<file path="config.mk">
export PLATFORM = sky130hd
export DESIGN_NAME = rst_seq_ctrl
export DESIGN_NICKNAME = d
export VERILOG_FILES = /design/src/rtl/rst_seq_pkg.sv /design/src/rtl/rst_sync.sv /design/src/rtl/rst_seq_ctrl.sv
export SDC_FILE = /design/constraint.sdc
export NUM_CORES = 1
export LEC_CHECK = 0
export ABC_AREA = 1
export BUFFER_PORTS_ARGS = -buffer_cell sky130_fd_sc_hd__buf_4
export CORE_MARGIN = 5
export CORE_UTILIZATION = 40
export DETAILED_ROUTE_END_ITERATION = 7
export GPL_TIMING_DRIVEN = 1
export SLEW_MARGIN = 10
export SYNTH_ARGS = -nofsm -noshare
export SYNTH_HDL_FRONTEND = slang
export SYNTH_SLANG_ARGS = --single-unit
</file>
<file path="constraint.sdc">
create_clock -name clk -period 1.65 [get_ports clk]
set_input_delay 0 -clock clk [delete_from_list [all_inputs] [get_ports clk]]
set_output_delay 0 -clock clk [all_outputs]
set_load 0.1 [all_outputs]
</file>
<file path="src/rtl/rst_seq_pkg.sv">
// Shared types and helpers for the reset sequencer: state and cause encodings
// plus the counter width function used to size the internal counters.
package rst_seq_pkg;

    typedef enum logic [1:0] {
        HOLD    = 2'd0,
        STRETCH = 2'd1,
        RELEASE = 2'd2,
        RUN     = 2'd3
    } state_e;

    typedef enum logic [1:0] {
        CAUSE_EXT = 2'b00,
        CAUSE_SW  = 2'b01,
        CAUSE_WDT = 2'b10
    } cause_e;

    // Bits needed to hold counts 0..n-1, never less than one bit.
    function automatic int unsigned cnt_width(input int unsigned n);
        return (n <= 2) ? 1 : $clog2(n);
    endfunction

endpackage

</file>
<file path="src/rtl/rst_sync.sv">
// Reset deassertion synchronizer: asserts asynchronously with rst_n and
// releases srst_n after SYNC_STAGES rising edges of clk.
module rst_sync #(
    parameter int unsigned SYNC_STAGES = 2
) (
    input  logic clk,
    input  logic rst_n,
    output logic srst_n
);

    logic [SYNC_STAGES-1:0] sync_q;
    logic [SYNC_STAGES-1:0] sync_d;

    always_comb begin
        sync_d = {sync_q[SYNC_STAGES-2:0], 1'b1};
    end

    always_ff @(posedge clk or negedge rst_n) begin
        if (!rst_n) begin
            sync_q <= '0;
        end else begin
            sync_q <= sync_d;
        end
    end

    assign srst_n = sync_q[SYNC_STAGES-1];

endmodule

</file>
<file path="src/rtl/rst_seq_ctrl.sv">
// Reset sequencer: async assert, synchronized and stretched release, staggered
// per-group ar_out release, software reset. RST_SEQ_WDT_EN adds a watchdog.
module rst_seq_ctrl
    import rst_seq_pkg::*;
#(
    parameter int unsigned SYNC_STAGES    = 2,
    parameter int unsigned STRETCH_CYCLES = 16,
    parameter int unsigned NUM_OUT        = 3,
    parameter int unsigned STEP_CYCLES    = 4,
    parameter int unsigned WDT_CYCLES     = 1024
) (
    input  logic               clk,
    input  logic               ar_n,
    input  logic               sw_rst,
`ifdef RST_SEQ_WDT_EN
    input  logic               wdt_kick,
`endif
    output logic [NUM_OUT-1:0] ar_out,
    output logic               rst_done,
    output logic [1:0]         state,
    output logic [1:0]         cause
);

    localparam int unsigned CNT_MAX = (STRETCH_CYCLES > STEP_CYCLES) ? STRETCH_CYCLES : STEP_CYCLES;
    localparam int unsigned CNT_W   = cnt_width(CNT_MAX);

    logic               srst_n;
    logic               wdt_expire;

    state_e             state_q,    state_d;
    logic [CNT_W-1:0]   cnt_q,      cnt_d;
    logic [NUM_OUT-1:0] ar_out_q,   ar_out_d;
    logic               rst_done_q, rst_done_d;
    cause_e             cause_q,    cause_d;

    logic               int_rst;
    cause_e             int_cause;
    logic [NUM_OUT-1:0] ar_next;

    rst_sync #(
        .SYNC_STAGES (SYNC_STAGES)
    ) u_rst_sync (
        .clk    (clk),
        .rst_n  (ar_n),
        .srst_n (srst_n)
    );

`ifdef RST_SEQ_WDT_EN
    localparam int unsigned WDT_W = cnt_width(WDT_CYCLES);

    logic [WDT_W-1:0] wdt_q, wdt_d;

    always_comb begin
        wdt_expire = (state_q == RUN) && !wdt_kick && (wdt_q == WDT_W'(WDT_CYCLES - 1));
        if ((state_q != RUN) || wdt_kick || wdt_expire) begin
            wdt_d = '0;
        end else begin
            wdt_d = wdt_q + 1'b1;
        end
    end

    always_ff @(posedge clk or negedge ar_n) begin
        if (!ar_n) begin
            wdt_q <= '0;
        end else begin
            wdt_q <= wdt_d;
        end
    end
`else
    assign wdt_expire = 1'b0;
`endif

    // Clearing the lowest still-set bit keeps release strictly in bit order.
    assign ar_next = ar_out_q & (ar_out_q << 1);

    always_comb begin
        state_d    = state_q;
        cnt_d      = cnt_q;
        ar_out_d   = ar_out_q;
        rst_done_d = rst_done_q;
        cause_d    = cause_q;
        int_rst    = 1'b0;
        int_cause  = CAUSE_SW;

        if (state_q != HOLD) begin
            if (sw_rst) begin
                int_rst   = 1'b1;
                int_cause = CAUSE_SW;
            end else if (wdt_expire) begin
                int_rst   = 1'b1;
                int_cause = CAUSE_WDT;
            end
        end

        if (int_rst) begin
            state_d    = STRETCH;
            cnt_d      = '0;
            ar_out_d   = '1;
            rst_done_d = 1'b0;
            cause_d    = int_cause;
        end else begin
            unique case (state_q)
                HOLD: begin
                    if (srst_n) begin
                        state_d = STRETCH;
                        cnt_d   = '0;
                    end
                end
                STRETCH, RELEASE: begin
                    if (((state_q == STRETCH) && (cnt_q == CNT_W'(STRETCH_CYCLES - 1))) ||
                        ((state_q == RELEASE) && (cnt_q == CNT_W'(STEP_CYCLES - 1)))) begin
                        cnt_d    = '0;
                        ar_out_d = ar_next;
                        if (ar_next == '0) begin
                            state_d    = RUN;
                            rst_done_d = 1'b1;
                        end else begin
                            state_d = RELEASE;
                        end
                    end else begin
                        cnt_d = cnt_q + 1'b1;
                    end
                end
                RUN: begin
                    cnt_d = '0;
                end
                default: begin
                    state_d = HOLD;
                end
            endcase
        end
    end

    always_ff @(posedge clk or negedge ar_n) begin
        if (!ar_n) begin
            state_q    <= HOLD;
            cnt_q      <= '0;
            ar_out_q   <= '1;
            rst_done_q <= 1'b0;
            cause_q    <= CAUSE_EXT;
        end else begin
            state_q    <= state_d;
            cnt_q      <= cnt_d;
            ar_out_q   <= ar_out_d;
            rst_done_q <= rst_done_d;
            cause_q    <= cause_d;
        end
    end

    assign ar_out   = ar_out_q;
    assign rst_done = rst_done_q;
    assign state    = state_q;
    assign cause    = cause_q;

endmodule

</file>
==> results.toml <==
[worst_setup_path]
criticalPathCategory = "register to register"
r2r_start = "state[0]"
cp_slowest_stage_delay_ns = 0.44
worstPathRequired_ns = 1.83
crit_slowest_cell = "dfrtp_4"
cp_max_fo = 6
r2r_slack_ns = 0.15
start_kind = "register"
r2r-end = "state[0]"
cpMostUsedCell = "nand2_1"
r2r_cells = 8
crit_chain = "inv_1 -> ha_1 -> nor2_4 -> inv_2 -> nand4_2 -> nand2_1 -> nand2_1 -> nand2_1"
end_kind = "register"
crit_arrival_ns = 1.68

[clock_network]
cts_buffers = 3
post-cts-setup-buffers = 0
postCtsHoldBufs = 1
cts_num_sinks = 13
post_cts_resized = 0
htreeDepth = 1
cts_tree = "built"
cts-root-buf = "clkbuf_4"
clk_latency_ns = 0.28
clk_pin_slew_ns = 0.08
clockBufferDepth = 2

[place]
hpwl_um = 965.8
finalWeightedCongestion = 0.7187
port_buffers = 9
dpl_cell_area_um2 = 835.8

[global_route]
busiest_layer = "met1"
grt_pass1_vias = 515
grtUsageMet3_pct = 3.380
overflow = 0
grt_first_pass_wirelength_um = 2304
met1_usage_pct = 16.06
met2_usage_pct = 15.91
antenna_found_initial = 0
grt_max_degree = 14
gr-usage-all-layers_pct = 11.78

[hold_path]
min_from = "sw_rst"
hold_depth = 4
hold_end = "rst_done"
hold_class = "input pin to register"

[synthesis]
synth_top_area_share_pct = 33.96
synth_common_cells = "nand2_1, dfrtp_1, inv_1, nor2_1, ha_1"
synth_top_cell_by_area = "dfrtp_1"
synth_ff_type = "dfrtp_1"
netlist-cell-type-count = 23
synth_nets = 89
syn_inst = 81
syn_area_per_cell_um2 = 9.098
async_flop_share_pct = 100.0
synth_edf_count = 0
synth.most_common_cell = "nand2_1"
syn_area_um2 = 737.0
ys.warnings.count = 0
synth.ff_latch_count = 13
synthTopCellsByArea = "dfrtp_1, dfstp_2, nand2_1"
seq_area_frac_synth_pct = 44.65

[detailed_routing]
routedWlPerCell_um = 10.30
drc = 0
vias = 526
wirelength_um = 1226
drt-vias-per-instance = 4.420
ant_nets = 0
first_iter_violations = 4
drt_first_pass_iters = 4

[timing]
setup_violations = 0
finalHoldViolCount = 0
fin_crit_sh_pct = 90.79
setup-tns-final_ns = 0
min_period_ns = 1.498
fin_skew_ns = 0.003055
grt_setup_unrepaired = "no"
timing.fmax_ghz = 0.6676
finalMaxSlewViolations = 0
hold_ws_ns = 0.08040

[floorplanning]
num_rows = 15
die_h_um = 52.93
core_mm2 = 0.001745
die_x_um = 52.93
io_pins = 11
die_area_mm2 = 0.002801
initial_core_util_pct = 42.22

[flow_run]
drv_cap = 0

[finish]
diodes = 0
fin_area_um2 = 873.3
area_delta_synth_final_pct = 18.51
drive_gt1_share_pct = 37.23
nets = 103
fin_util_pct = 50.04
nFillCells = 167

[status]
run_status = "finished clean"
-- state kept, by name, summed over array words and instances (netlist names) --
signal and cells:
state 2, ar_out 3, cause 1, rst_done 1, cnt_q 4, u_rst_sync.sync_q 2
-- kinds of logic (layout without fill, tap and decap cells) --
logic type | after synthesis | after routing | synth area share (%)
adder cells (fa/ha/maj) | 5 | 5 | 8.489
AO/OA/AOI/OAI | 9 | 9 | 7.640
AND/OR/NAND/NOR | 41 | 41 | 30.73
XOR/XNOR | 2 | 2 | 2.377
buffers and inverters | 9 | 22 | 5.094
flip-flops | 13 | 13 | 44.65
other | 2 | 2 | 1.019
-- cells in the final DEF (no fill, tap or decap), drive strengths merged, types with 3 or more instances in the layout --
cell type / instances
dfrtp: 10
buf: 9
nor2: 10
o21ai: 6
dfstp: 3
clkbuf: 3
ha: 5
nand3: 4
inv: 8
a21oi: 3
nand2: 23
-- metal layers --
metal	wire (µm)	vias to the layer above	share of wire, %
met5	0	-	0
met4	29	0	2.4
met3	78	3	6.4
met2	495	15	40
met1	622	231	51
li1	-	277	-
-- worst max-delay path, delay by kind of cell, from the launching register on --
family / cells / cell delay [ns]
and+or+nand+nor: 5 / 0.53
adders and majority gates: 1 / 0.24
buffers and inverters: 2 / 0.17
DFF: 1 / 0.44
-- worst max path at each step --
stage | startpoint | endpoint
2_1_floorplan | state[0] | rst_done
3_3_place_gp | state[0] | state[0]
3_5_place_dp | state[0] | state[0]
4_1_cts | state[0] | state[0]
5_1_grt | state[0] | state[0]
6_report | state[0] | state[0]
-- metrics by stage --
| step | setup WS (ns) | std cells |
|---|---|---|
| final | 0.1520 | 119 |
| after global routing | 0.02912 | 119 |
| after CTS | 0.1391 | 119 |
| after detailed placement | 0.1537 | 114 |
| after global placement | 0.1498 | 114 |
| after floorplan | 0.004154 | 81 |
-- area by class of cell --
type	count	area (µm²)	area share [%]
multi-input cells	59	370.4	42.41
flip-flops and latches	13	336.6	38.54
repair buffers	10	77.57	8.883
well taps	25	31.28	3.582
inverters	8	30.03	3.438
clock buffers	3	22.52	2.579
clock inverters	1	5.005	0.5731
Power is not shown: default switching activity piles up to over one toggle a cycle in this logic, so the estimate is an artifact.
